===== src/rtl/edge_process_if.sv =====
// Edge-process stage ports: front (fetch side) and out (accumulate side).
interface edge_process_if #(
  parameter int EDGE_PIPE_NUM      = 4,
  parameter int VERTEX_BRAM_DWIDTH = 32,
  parameter int WEIGHT_DWIDTH      = 8,
  parameter int DST_CH_NUM         = 4,
  parameter int DST_ID_DWIDTH      = 20,
  parameter int MASK_WIDTH         = 4,
  parameter int TOT_ACC_ID_WIDTH   = 4
);
  localparam int EPN  = EDGE_PIPE_NUM;
  localparam int VW   = VERTEX_BRAM_DWIDTH;
  localparam int WD   = WEIGHT_DWIDTH;
  localparam int DCN  = DST_CH_NUM;
  localparam int DIW  = DST_ID_DWIDTH;
  localparam int MW   = MASK_WIDTH;
  localparam int TAIW = TOT_ACC_ID_WIDTH;

  logic                mode;
  logic [VW*EPN-1:0]   front_src_p;
  logic [WD*EPN-1:0]   front_weight;
  logic [EPN-1:0]      front_src_p_mask;
  logic [TAIW-1:0]     front_tot_acc_id;
  logic                front_src_p_valid;
  logic [DIW*DCN-1:0]  front_dst_id;
  logic [MW*DCN-1:0]   front_src_p_mask_r;
  logic [DCN-1:0]      front_dst_valid;
  logic                front_ready;
  logic [VW*EPN-1:0]   src_p;
  logic [TAIW-1:0]     tot_acc_id;
  logic                src_p_valid;
  logic [DIW*DCN-1:0]  dst_id;
  logic [MW*DCN-1:0]   src_p_mask_r;
  logic [DCN-1:0]      dst_valid;
  logic                out_ready;
  logic [31:0]         stat_edge_cnt;

  modport master (
    output mode, front_src_p, front_weight, front_src_p_mask,
    output front_tot_acc_id, front_src_p_valid, front_dst_id,
    output front_src_p_mask_r, front_dst_valid, out_ready,
    input  front_ready, src_p, tot_acc_id, src_p_valid, dst_id,
    input  src_p_mask_r, dst_valid, stat_edge_cnt
  );

  modport slave (
    input  mode, front_src_p, front_weight, front_src_p_mask,
    input  front_tot_acc_id, front_src_p_valid, front_dst_id,
    input  front_src_p_mask_r, front_dst_valid, out_ready,
    output front_ready, src_p, tot_acc_id, src_p_valid, dst_id,
    output src_p_mask_r, dst_valid, stat_edge_cnt
  );
endinterface


===== src/rtl/edge_process_gen.sv =====
// BFS/SSSP edge-process stage: per-lane saturating property update
// with a 2-entry (OUT + SKID) valid/ready buffer.
module edge_process_gen #(
  parameter int EDGE_PIPE_NUM      = 4,
  parameter int VERTEX_BRAM_DWIDTH = 32,
  parameter int WEIGHT_DWIDTH      = 8,
  parameter int DST_CH_NUM         = 4,
  parameter int DST_ID_DWIDTH      = 20,
  parameter int MASK_WIDTH         = 4,
  parameter int TOT_ACC_ID_WIDTH   = 4,
  parameter logic [VERTEX_BRAM_DWIDTH-1:0] MAX_SRC_P = '1
) (
  input logic          clk,
  input logic          rst,
  edge_process_if.slave bus
);
  localparam int EPN  = EDGE_PIPE_NUM;
  localparam int VW   = VERTEX_BRAM_DWIDTH;
  localparam int WD   = WEIGHT_DWIDTH;
  localparam int DCN  = DST_CH_NUM;
  localparam int DIW  = DST_ID_DWIDTH;
  localparam int MW   = MASK_WIDTH;
  localparam int TAIW = TOT_ACC_ID_WIDTH;

  typedef struct packed {
    logic [VW*EPN-1:0]  src_p;
    logic [EPN-1:0]     mask;
    logic [TAIW-1:0]    acc;
    logic               spv;
    logic [DIW*DCN-1:0] dst_id;
    logic [MW*DCN-1:0]  mask_r;
    logic [DCN-1:0]     dv;
  } beat_t;

  localparam beat_t EMPTY = '{acc: '1, default: '0};

  beat_t out_q, skid_q, nb;
  logic  skid_vld;
  logic  present, accept, out_valid, pop;
  logic [31:0] cnt_q;

  // Sum held in VW+1 bits so the carry out counts as saturation.
  function automatic logic [VW-1:0] upd(
    input logic [VW-1:0] src,
    input logic [WD-1:0] w,
    input logic          m,
    input logic          md
  );
    logic [VW:0] sum;
    logic [VW:0] inc;
    inc = md ? {{(VW+1-WD){1'b0}}, w} : {{VW{1'b0}}, 1'b1};
    sum = {1'b0, src} + inc;
    if (!m || src == MAX_SRC_P)
      return MAX_SRC_P;
    else if (sum >= {1'b0, MAX_SRC_P})
      return MAX_SRC_P;
    else
      return sum[VW-1:0];
  endfunction

  function automatic logic [31:0] pcnt(input logic [EPN-1:0] m);
    logic [31:0] n;
    n = '0;
    for (int i = 0; i < EPN; i++)
      n = n + {31'd0, m[i]};
    return n;
  endfunction

  always_comb begin
    nb = EMPTY;
    if (bus.front_src_p_valid) begin
      nb.spv  = 1'b1;
      nb.acc  = bus.front_tot_acc_id;
      nb.mask = bus.front_src_p_mask;
      for (int i = 0; i < EPN; i++)
        nb.src_p[i*VW +: VW] = upd(
          bus.front_src_p[i*VW +: VW],
          bus.front_weight[i*WD +: WD],
          bus.front_src_p_mask[i], bus.mode);
    end
    nb.dv = bus.front_dst_valid;
    for (int c = 0; c < DCN; c++) begin
      if (bus.front_dst_valid[c]) begin
        nb.dst_id[c*DIW +: DIW] = bus.front_dst_id[c*DIW +: DIW];
        nb.mask_r[c*MW +: MW]   = bus.front_src_p_mask_r[c*MW +: MW];
      end
    end
  end

  assign present   = bus.front_src_p_valid | (|bus.front_dst_valid);
  assign accept    = present & ~skid_vld;
  assign out_valid = out_q.spv | (|out_q.dv);
  assign pop       = out_valid & bus.out_ready;

  always_ff @(posedge clk) begin
    if (rst) begin
      out_q    <= EMPTY;
      skid_q   <= EMPTY;
      skid_vld <= 1'b0;
      cnt_q    <= '0;
    end else begin
      if (!skid_vld) begin
        if (!out_valid || pop)
          out_q <= accept ? nb : EMPTY;
        else if (accept) begin
          skid_q   <= nb;
          skid_vld <= 1'b1;
        end
      end else if (pop) begin
        out_q    <= skid_q;
        skid_q   <= EMPTY;
        skid_vld <= 1'b0;
      end
      if (pop && out_q.spv)
        cnt_q <= cnt_q + pcnt(out_q.mask);
    end
  end

  assign bus.front_ready   = ~skid_vld;
  assign bus.src_p         = out_q.src_p;
  assign bus.tot_acc_id    = out_q.acc;
  assign bus.src_p_valid   = out_q.spv;
  assign bus.dst_id        = out_q.dst_id;
  assign bus.src_p_mask_r  = out_q.mask_r;
  assign bus.dst_valid     = out_q.dv;
  assign bus.stat_edge_cnt = cnt_q;
endmodule


===== src/flat_wrapper.sv =====
// flat-port wrapper written by rule: the top's interface ports become plain ports
module edge_process_gen_flat 
#(
  parameter int EDGE_PIPE_NUM      = 4,
  parameter int VERTEX_BRAM_DWIDTH = 32,
  parameter int WEIGHT_DWIDTH      = 8,
  parameter int DST_CH_NUM         = 4,
  parameter int DST_ID_DWIDTH      = 20,
  parameter int MASK_WIDTH         = 4,
  parameter int TOT_ACC_ID_WIDTH   = 4,
  parameter logic [VERTEX_BRAM_DWIDTH-1:0] MAX_SRC_P = '1
)
  (clk, rst, bus_mode, bus_front_src_p, bus_front_weight, bus_front_src_p_mask, bus_front_tot_acc_id, bus_front_src_p_valid, bus_front_dst_id, bus_front_src_p_mask_r, bus_front_dst_valid, bus_out_ready, bus_front_ready, bus_src_p, bus_tot_acc_id, bus_src_p_valid, bus_dst_id, bus_src_p_mask_r, bus_dst_valid, bus_stat_edge_cnt);
  edge_process_if #(.EDGE_PIPE_NUM(EDGE_PIPE_NUM), .VERTEX_BRAM_DWIDTH(VERTEX_BRAM_DWIDTH), .WEIGHT_DWIDTH(WEIGHT_DWIDTH), .DST_CH_NUM(DST_CH_NUM), .DST_ID_DWIDTH(DST_ID_DWIDTH), .MASK_WIDTH(MASK_WIDTH), .TOT_ACC_ID_WIDTH(TOT_ACC_ID_WIDTH)) bus_i ();
  input logic clk;
  input logic rst;
  input wire logic [$bits(bus_i.mode)-1:0] bus_mode;
  input wire logic [$bits(bus_i.front_src_p)-1:0] bus_front_src_p;
  input wire logic [$bits(bus_i.front_weight)-1:0] bus_front_weight;
  input wire logic [$bits(bus_i.front_src_p_mask)-1:0] bus_front_src_p_mask;
  input wire logic [$bits(bus_i.front_tot_acc_id)-1:0] bus_front_tot_acc_id;
  input wire logic [$bits(bus_i.front_src_p_valid)-1:0] bus_front_src_p_valid;
  input wire logic [$bits(bus_i.front_dst_id)-1:0] bus_front_dst_id;
  input wire logic [$bits(bus_i.front_src_p_mask_r)-1:0] bus_front_src_p_mask_r;
  input wire logic [$bits(bus_i.front_dst_valid)-1:0] bus_front_dst_valid;
  input wire logic [$bits(bus_i.out_ready)-1:0] bus_out_ready;
  output wire logic [$bits(bus_i.front_ready)-1:0] bus_front_ready;
  output wire logic [$bits(bus_i.src_p)-1:0] bus_src_p;
  output wire logic [$bits(bus_i.tot_acc_id)-1:0] bus_tot_acc_id;
  output wire logic [$bits(bus_i.src_p_valid)-1:0] bus_src_p_valid;
  output wire logic [$bits(bus_i.dst_id)-1:0] bus_dst_id;
  output wire logic [$bits(bus_i.src_p_mask_r)-1:0] bus_src_p_mask_r;
  output wire logic [$bits(bus_i.dst_valid)-1:0] bus_dst_valid;
  output wire logic [$bits(bus_i.stat_edge_cnt)-1:0] bus_stat_edge_cnt;
  assign bus_i.mode = bus_mode;
  assign bus_i.front_src_p = bus_front_src_p;
  assign bus_i.front_weight = bus_front_weight;
  assign bus_i.front_src_p_mask = bus_front_src_p_mask;
  assign bus_i.front_tot_acc_id = bus_front_tot_acc_id;
  assign bus_i.front_src_p_valid = bus_front_src_p_valid;
  assign bus_i.front_dst_id = bus_front_dst_id;
  assign bus_i.front_src_p_mask_r = bus_front_src_p_mask_r;
  assign bus_i.front_dst_valid = bus_front_dst_valid;
  assign bus_i.out_ready = bus_out_ready;
  assign bus_front_ready = bus_i.front_ready;
  assign bus_src_p = bus_i.src_p;
  assign bus_tot_acc_id = bus_i.tot_acc_id;
  assign bus_src_p_valid = bus_i.src_p_valid;
  assign bus_dst_id = bus_i.dst_id;
  assign bus_src_p_mask_r = bus_i.src_p_mask_r;
  assign bus_dst_valid = bus_i.dst_valid;
  assign bus_stat_edge_cnt = bus_i.stat_edge_cnt;
  edge_process_gen #(.EDGE_PIPE_NUM(EDGE_PIPE_NUM), .VERTEX_BRAM_DWIDTH(VERTEX_BRAM_DWIDTH), .WEIGHT_DWIDTH(WEIGHT_DWIDTH), .DST_CH_NUM(DST_CH_NUM), .DST_ID_DWIDTH(DST_ID_DWIDTH), .MASK_WIDTH(MASK_WIDTH), .TOT_ACC_ID_WIDTH(TOT_ACC_ID_WIDTH), .MAX_SRC_P(MAX_SRC_P)) u_core (.clk(clk), .rst(rst), .bus(bus_i));
endmodule

===== config.mk =====
export PLATFORM = sky130hd
export DESIGN_NAME = edge_process_gen_flat
export DESIGN_NICKNAME = d
export VERILOG_FILES = /design/src/rtl/edge_process_if.sv /design/src/rtl/edge_process_gen.sv /design/src/flat_wrapper.sv
export SDC_FILE = /design/constraint.sdc
export NUM_CORES = 1
export LEC_CHECK = 0
export CAP_MARGIN = 40
export CORE_ASPECT_RATIO = 1.2
export CORE_MARGIN = 2
export CORE_UTILIZATION = 52
export CTS_CLUSTER_SIZE = 40
export DETAILED_ROUTE_END_ITERATION = 16
export PLACE_DENSITY = 0.81
export SLEW_MARGIN = 20
export SYNTH_ARGS = -nofsm -noshare
export SYNTH_HDL_FRONTEND = slang
export SYNTH_SLANG_ARGS = --single-unit

===== constraint.sdc =====
create_clock -name clk -period 4.8 [get_ports clk]
set_input_delay 0.96 -clock clk [delete_from_list [all_inputs] [get_ports clk]]
set_output_delay 0.96 -clock clk [all_outputs]
set_load 0.02 [all_outputs]

After elaboration in Yosys (flattened, before gate mapping)

Cells that the tools add are included.

Add/subtract/negate cells: 8
$lt $le $gt $ge: 4
Equality and inequality tests: 6
Mux-type cells: 33
Bitwise logic cells: 5
Reduce and logical (&&, ||, !) cells: 17

Operators by type and width:

| cell                                                                 | number |
|---|---|
| two-way mux 237 bit                                                  | 8 |
| two-way mux 32 bit                                                   | 8 |
| two-way mux 137 bit                                                  | 1 |
| adder 32 x 33 -> 33 bit                                              | 4 |
| greater-or-equal comparator 33 x 32 -> 1 bit (second input constant) | 4 |
| equality test 32 bit (second input constant)                         | 4 |
| two-way mux 20 bit                                                   | 4 |
| adder 32 x 1 -> 32 bit                                               | 2 |
| adder 32 bit                                                         | 1 |
| two-way mux 8 bit                                                    | 4 |
| two-way mux 4 bit                                                    | 4 |
| OR reduction 4 bit                                                   | 2 |
| logical NOT 1 bit                                                    | 5 |
| logical OR 1 bit                                                     | 5 |
| two-way mux 1 bit                                                    | 4 |
| nonzero test 2 bit                                                   | 2 |
| AND reduction 3 bit                                                  | 1 |
| adder 1 x 1 -> 2 bit                                                 | 1 |
| AND 1 bit                                                            | 2 |
| inequality test 2 x 1 -> 1 bit (second input constant)               | 1 |
| inequality test 2 bit (second input constant)                        | 1 |
| bitwise OR 1 bit                                                     | 2 |
| AND reduction 2 bit                                                  | 1 |
| logical AND 1 bit                                                    | 1 |
| inverter 1 bit                                                       | 1 |

Bits in registers: 507
Output and inout port bits: 266
Word-level logic and storage cells: 89

Logic depth before layout (Yosys ltp)

Word-level depth: 9
Mapped depth: 16
Gate-level depth less buffers: 15

Worst setup path before layout

OpenSTA, ideal clock, no wires.

Path type: input to register
From: input bus_mode
To: register u_core.out_q, in the netlist u_core.bus.src_p[109]
Arrival: 3.900 ns
Required time: 4.688 ns
Setup slack: 0.788 ns
Stages: 14
Buffers on the path: 2
Path through: clkbuf_1 > nand2b_1 > ha_1 > inv_1 > fa_1 > nand2b_1 > a2111oi_4 > o211ai_2 > xor2_1 > or4_4 > nor3_2 > buf_6 > o31ai_1 > a2111oi_1

Word-level cells in the longest chain between the ends: 9

RTL lines:

| what                                         | RTL line                | text |
|---|---|---|
| from (decl)                                  | flat_wrapper.sv:17      | `input wire logic [$bits(bus_i.mode)-1:0] bus_mode;` |
| two-way mux 8 bit (*)                        | edge_process_gen.sv:51  | `inc = md ? {{(VW+1-WD){1'b0}}, w} : {{VW{1'b0}}, 1'b1};` |
| adder 32 x 33 -> 33 bit (*)                  | edge_process_gen.sv:52  | `sum = {1'b0, src} + inc;` |
| greater-or-equal comparator 33 x 32 -> 1 bit | edge_process_gen.sv:55  | `else if (sum >= {1'b0, MAX_SRC_P})` |
| two-way mux 32 bit (*)                       | edge_process_gen.sv:55  |  |
| two-way mux 32 bit (*)                       | edge_process_gen.sv:53  | `if (!m \|\| src == MAX_SRC_P)` |
| two-way mux 137 bit (*)                      | edge_process_gen.sv:71  | `if (bus.front_src_p_valid) begin` |
| two-way mux 237 bit (*)                      | edge_process_gen.sv:104 | `out_q <= accept ? nb : EMPTY;` |
| two-way mux 237 bit (*)                      | edge_process_gen.sv:103 | `if (!out_valid \|\| pop)` |
| two-way mux 237 bit (*)                      | edge_process_gen.sv:102 | `if (!skid_vld) begin` |
| to (signal assigned)                         | edge_process_gen.sv:104 |  |
| to (signal assigned)                         | edge_process_gen.sv:110 | `out_q <= skid_q;` |
| to (decl)                                    | edge_process_gen.sv:37  | `beat_t out_q, skid_q, nb;` |

Mark *: on every way between the ends. The rest lies on a longest branch, timed or not. The select of a mux whose other input is x is not followed.
A chain may end at the register's enable or synchronous reset.

Final worst setup path

From: input bus_mode
To: register u_core.out_q, in the netlist u_core.bus.src_p[118]

Same word-level chain as after synthesis.

==> flow_summary.json <==
{
  "detailedPlace.worstSlack_ns": 0.03608,
  "syn_nets": 3598,
  "async_reset_ff_frac": 0,
  "critPathRequiredTime_ns": 5.31,
  "gpl.final_weighted_congestion": 0.9814,
  "tritoncts_clock_tree": "done",
  "cp-end-kind": "flip-flop",
  "worstPathCellList": "clkdlybuf4s50_1 > buf_12 > nand2b_1 > ha_1 > inv_1 > fa_1 > nand2b_1 > a2111oi_4 > buf_4 > o211ai_1 > nor2_1 > xor2_1 > nor4bb_1 > nand4_1 > a31oi_1",
  "postSynthAreaPerCell_um2": 7.911,
  "ff2ff_path_depth": 15,
  "critical_path.reg2reg.endpoint": "u_core.bus.stat_edge_cnt[30]$_SDFFE_PP0P_",
  "share_comb_of_total_power": 0.315,
  "wire_per_inst_um": 20.30,
  "drc_errors_left": 0,
  "globalRouteTotalUtil": 0.3062,
  "drtIter0Drc": 2460,
  "areaGrowthSynthToFinish_pct": 22.84,
  "die_area_mm2": 0.05174,
  "most_frequent_cells_in_the_layout": "537 x sky130_fd_sc_hd__clkdlybuf4s50_1, 506 x sky130_fd_sc_hd__dfxtp_1, 361 x sky130_fd_sc_hd__nor2_1",
  "synth_area_leader_cell": "sky130_fd_sc_hd__dfxtp_1",
  "synth.ff_latch_count": 507,
  "postRouteWirelength_um": 83830,
  "netlist-cell-type-count": 77,
  "netSwitchingFraction": 0.3450,
  "report.final.slew_viol_count": 0,
  "clock_latency_ns": 0.60,
  "detailed_place.area_mm2": 0.03016,
  "finalCritPeriodShare": 0.8776,
  "worstSetupEndpoint": "u_core.bus.src_p[118]$_SDFFE_PP0P_",
  "clock_sinks": 507,
  "design_area_mm2": 0.03189,
  "multi_input_area_mm2": 0.01303,
  "crit_type": "in -> reg",
  "num-fill-cells": 4118,
  "internal-power_w": 0.008873,
  "worst_slew_margin_rel": 0.1785,
  "design.core.area_mm2": 0.04922,
  "layout_commonest_cell": "sky130_fd_sc_hd__clkdlybuf4s50_1",
  "peakVddDrop_mv": 0.3046,
  "cts.root.buffer_cell": "sky130_fd_sc_hd__clkbuf_16",
  "via_count": 24920,
  "std_cell_rows": 89,
  "yosysWarningCount": 0,
  "pin_count": 539,
  "r2r_setup_slack_ns": 1.05,
  "crit_path_max_incr_delay_ns": 0.45,
  "finalNonFillerCells": 4130,
  "crit_path_start_kind": "input pin",
  "crit_path_frequent_cell": "sky130_fd_sc_hd__nand2b_1",
  "start_util": 0.5275,
  "post_drt_via_cell_ratio": 6.035,
  "slowest_stage": "sky130_fd_sc_hd__clkdlybuf4s50_1",
  "finalNetCount": 3769,
  "outcome": "completed",
  "placed_cells_incl_taps": 4036,
  "yosys-top-cells-area": "sky130_fd_sc_hd__dfxtp_1 39%, sky130_fd_sc_hd__buf_4 6.8%, sky130_fd_sc_hd__a21oi_1 5.5%",
  "leakagePower_nw": 11.63,
  "h-tree-depth": 2,
  "finalCriticalPeriod_ns": 4.213,
  "power.clock.fraction": 0.304,
  "synthesis.area_mm2": 0.02596,
  "seq_area_frac_synth": 0.3909,
  "postCtsResizedCells": 0,
  "tightestPinTransition_ns": 1.232,
  "cts_buffers": 51,
  "firstDrtPassIters": 6,
  "power-per-cell-area_mw_per_mm2": 424.8,
  "post_cts.repair.setup_buffers": 0,
  "drive_above_1_share": 0.05358,
  "hold_viol_final": 0,
  "yosysTopAreaCellShare": 0.3909,
  "grt_setup_unrepaired": "no",
  "crit_start": "bus_mode",
  "grt_overflow": 0,
  "synthCells": 3282,
  "die_h_um": 248.8,
  "p_total_w": 0.01355,
  "seqCellArea_mm2": 0.01015,
  "rr_startpoint": "u_core.out_q[105]$_SDFFE_PP0P_",
  "cp_data_arrival_time_ns": 4.73,
  "die_w_um": 208.0,
  "synthFlopType": "sky130_fd_sc_hd__dfxtp_1",
  "clk_pin_slew_ns": 0.06,
  "max_cap_violations": 0,
  "grt_start_max_net_pins": 209,
  "min_path_type": "reg -> reg",
  "fmaxAchievable_mhz": 237.4,
  "cts-hold-fix-buffers": 0,
  "fin_tns_setup_ns": 0,
  "initial_antenna_violation_count": 4,
  "port-buffer-count": 538,
  "clock_tree_buf_depth": 3,
  "global_route_wire_length_before_repair_um": 129300,
  "detail-route-antenna-nets": 0,
  "p_switching_w": 0.004674,
  "hpwl_um": 57540,
  "seq_power_share": 0.381,
  "timing.final.setup_violations": 0,
  "synth_edf_count": 0,
  "critical_path_peak_fanout": 17,
  "layout_setup_ws_ns": 0.5873,
  "worst_clock_skew_ns": 0.01268,
  "number_of_global_route_vias_before_repair": 23150
}
## cells in the mapped netlist (8+ instances only)
cell / instances
sky130_fd_sc_hd__a2111oi_0: 14
sky130_fd_sc_hd__a211oi_1: 87
sky130_fd_sc_hd__a21o_1: 23
sky130_fd_sc_hd__a21oi_1: 286
sky130_fd_sc_hd__a221oi_1: 101
sky130_fd_sc_hd__a22oi_1: 13
sky130_fd_sc_hd__a311oi_1: 28
sky130_fd_sc_hd__a31oi_1: 21
sky130_fd_sc_hd__and2_1: 35
sky130_fd_sc_hd__and3_1: 38
sky130_fd_sc_hd__and4_1: 11
sky130_fd_sc_hd__buf_1: 16
sky130_fd_sc_hd__buf_2: 22
sky130_fd_sc_hd__buf_4: 236
sky130_fd_sc_hd__clkbuf_1: 211
sky130_fd_sc_hd__dfxtp_1: 507
sky130_fd_sc_hd__ha_1: 37
sky130_fd_sc_hd__inv_1: 40
sky130_fd_sc_hd__nand2_1: 296
sky130_fd_sc_hd__nand3_1: 150
sky130_fd_sc_hd__nand3b_1: 8
sky130_fd_sc_hd__nand4_1: 42
sky130_fd_sc_hd__nor2_1: 362
sky130_fd_sc_hd__nor2b_1: 16
sky130_fd_sc_hd__nor3_1: 194
sky130_fd_sc_hd__nor4_1: 20
sky130_fd_sc_hd__o211ai_1: 9
sky130_fd_sc_hd__o21a_1: 12
sky130_fd_sc_hd__o21ai_0: 166
sky130_fd_sc_hd__o22ai_1: 24
sky130_fd_sc_hd__o31ai_1: 11
sky130_fd_sc_hd__xnor2_1: 65
sky130_fd_sc_hd__xor2_1: 67
## metal layers
| metal | global-route usage | share of wire |
|---|---|---|
| met1 | 0.3828 | 0.40 |
| met2 | 0.5090 | 0.48 |
| met3 | 0.05522 | 0.073 |
| met4 | 0.1479 | 0.049 |
| met5 | 0 | 0.00041 |
## power by group through the flow
stage          clock (W)  combinational (W)  sequential (W)
2_1_floorplan          0            0.00296         0.00513
3_3_place_gp           0            0.00416         0.00523
3_5_place_dp           0            0.00422         0.00524
4_1_cts          0.00416            0.00424         0.00516
5_1_grt          0.00433            0.00459         0.00522
6_report         0.00412            0.00427         0.00516
## worst min path at each step
| stage | start | to | cells past startpoint |
|---|---|---|---|
| detailed placement | u_core.skid_q[135]$_SDFFE_PP0P_ | u_core.skid_q[135]$_SDFFE_PP0P_ | 2 |
| finish | u_core.skid_q[135]$_SDFFE_PP0P_ | u_core.skid_q[135]$_SDFFE_PP0P_ | 2 |
| floorplan | u_core.skid_q[150]$_SDFFE_PP0P_ | u_core.skid_q[150]$_SDFFE_PP0P_ | 2 |
| global route | u_core.skid_q[146]$_SDFFE_PP0P_ | u_core.skid_q[146]$_SDFFE_PP0P_ | 2 |
| CTS | u_core.skid_q[135]$_SDFFE_PP0P_ | u_core.skid_q[135]$_SDFFE_PP0P_ | 2 |
| global placement | u_core.skid_q[126]$_SDFFE_PP0P_ | u_core.skid_q[126]$_SDFFE_PP0P_ | 2 |
## area by class of cell
cell class | count | share of cell area
multi-input combinational | 2248 | 0.4084
sequential | 507 | 0.3184
timing repair buffer | 605 | 0.1894
clock buffer | 68 | 0.04551
tap | 637 | 0.02499
clock inverter | 22 | 0.008356
inverter | 40 | 0.004708
antenna | 3 | 0.0002354
## sequential cells by signal, indices dropped and copies added (netlist names)
| signal | count |
|---|---|
| u_core.skid_q | 237 |
| u_core.bus.src_p | 128 |
| u_core.skid_vld | 1 |
| u_core.bus.src_p_valid | 1 |
| u_core.bus.dst_valid | 4 |
| u_core.bus.src_p_mask_r | 16 |
| u_core.bus.tot_acc_id | 4 |
| u_core.out_q | 4 |
| u_core.bus.dst_id | 80 |
| u_core.bus.stat_edge_cnt | 32 |
## cell families (layout without fill, tap and decap cells)
kind of cell | count (synthesis) | count (layout) | share of synthesized area
buffers and inverters | 527 | 735 | 0.1119
DFF | 507 | 507 | 0.3909
xor gates and xnor gates | 132 | 132 | 0.04453
adders and majority gates | 43 | 43 | 0.02246
and+or+nand+nor | 1218 | 1218 | 0.2177
other | 0 | 3 | 0
AOI/OAI and AO/OA | 850 | 850 | 0.2105
muxes | 5 | 5 | 0.001976
## stage by stage
stage                       util  hold WS [ns]
after floorplan                -        0.4154
after global placement    0.6110        0.4231
after detailed placement  0.6128        0.4292
after CTS                 0.6477        0.4376
after global routing      0.6479        0.4561
final                     0.6480        0.4358
## worst max-delay path: cells and delay by family
| family | cells | cell delay (ns) |
|---|---|---|
| AO/OA/AOI/OAI | 3 | 0.86 |
| XOR/XNOR | 1 | 0.28 |
| adder cells (fa/ha/maj) | 2 | 0.58 |
| buffers and inverters | 4 | 0.89 |
| AND/OR/NAND/NOR | 5 | 1.14 |
(Power assumes the default switching activity.)
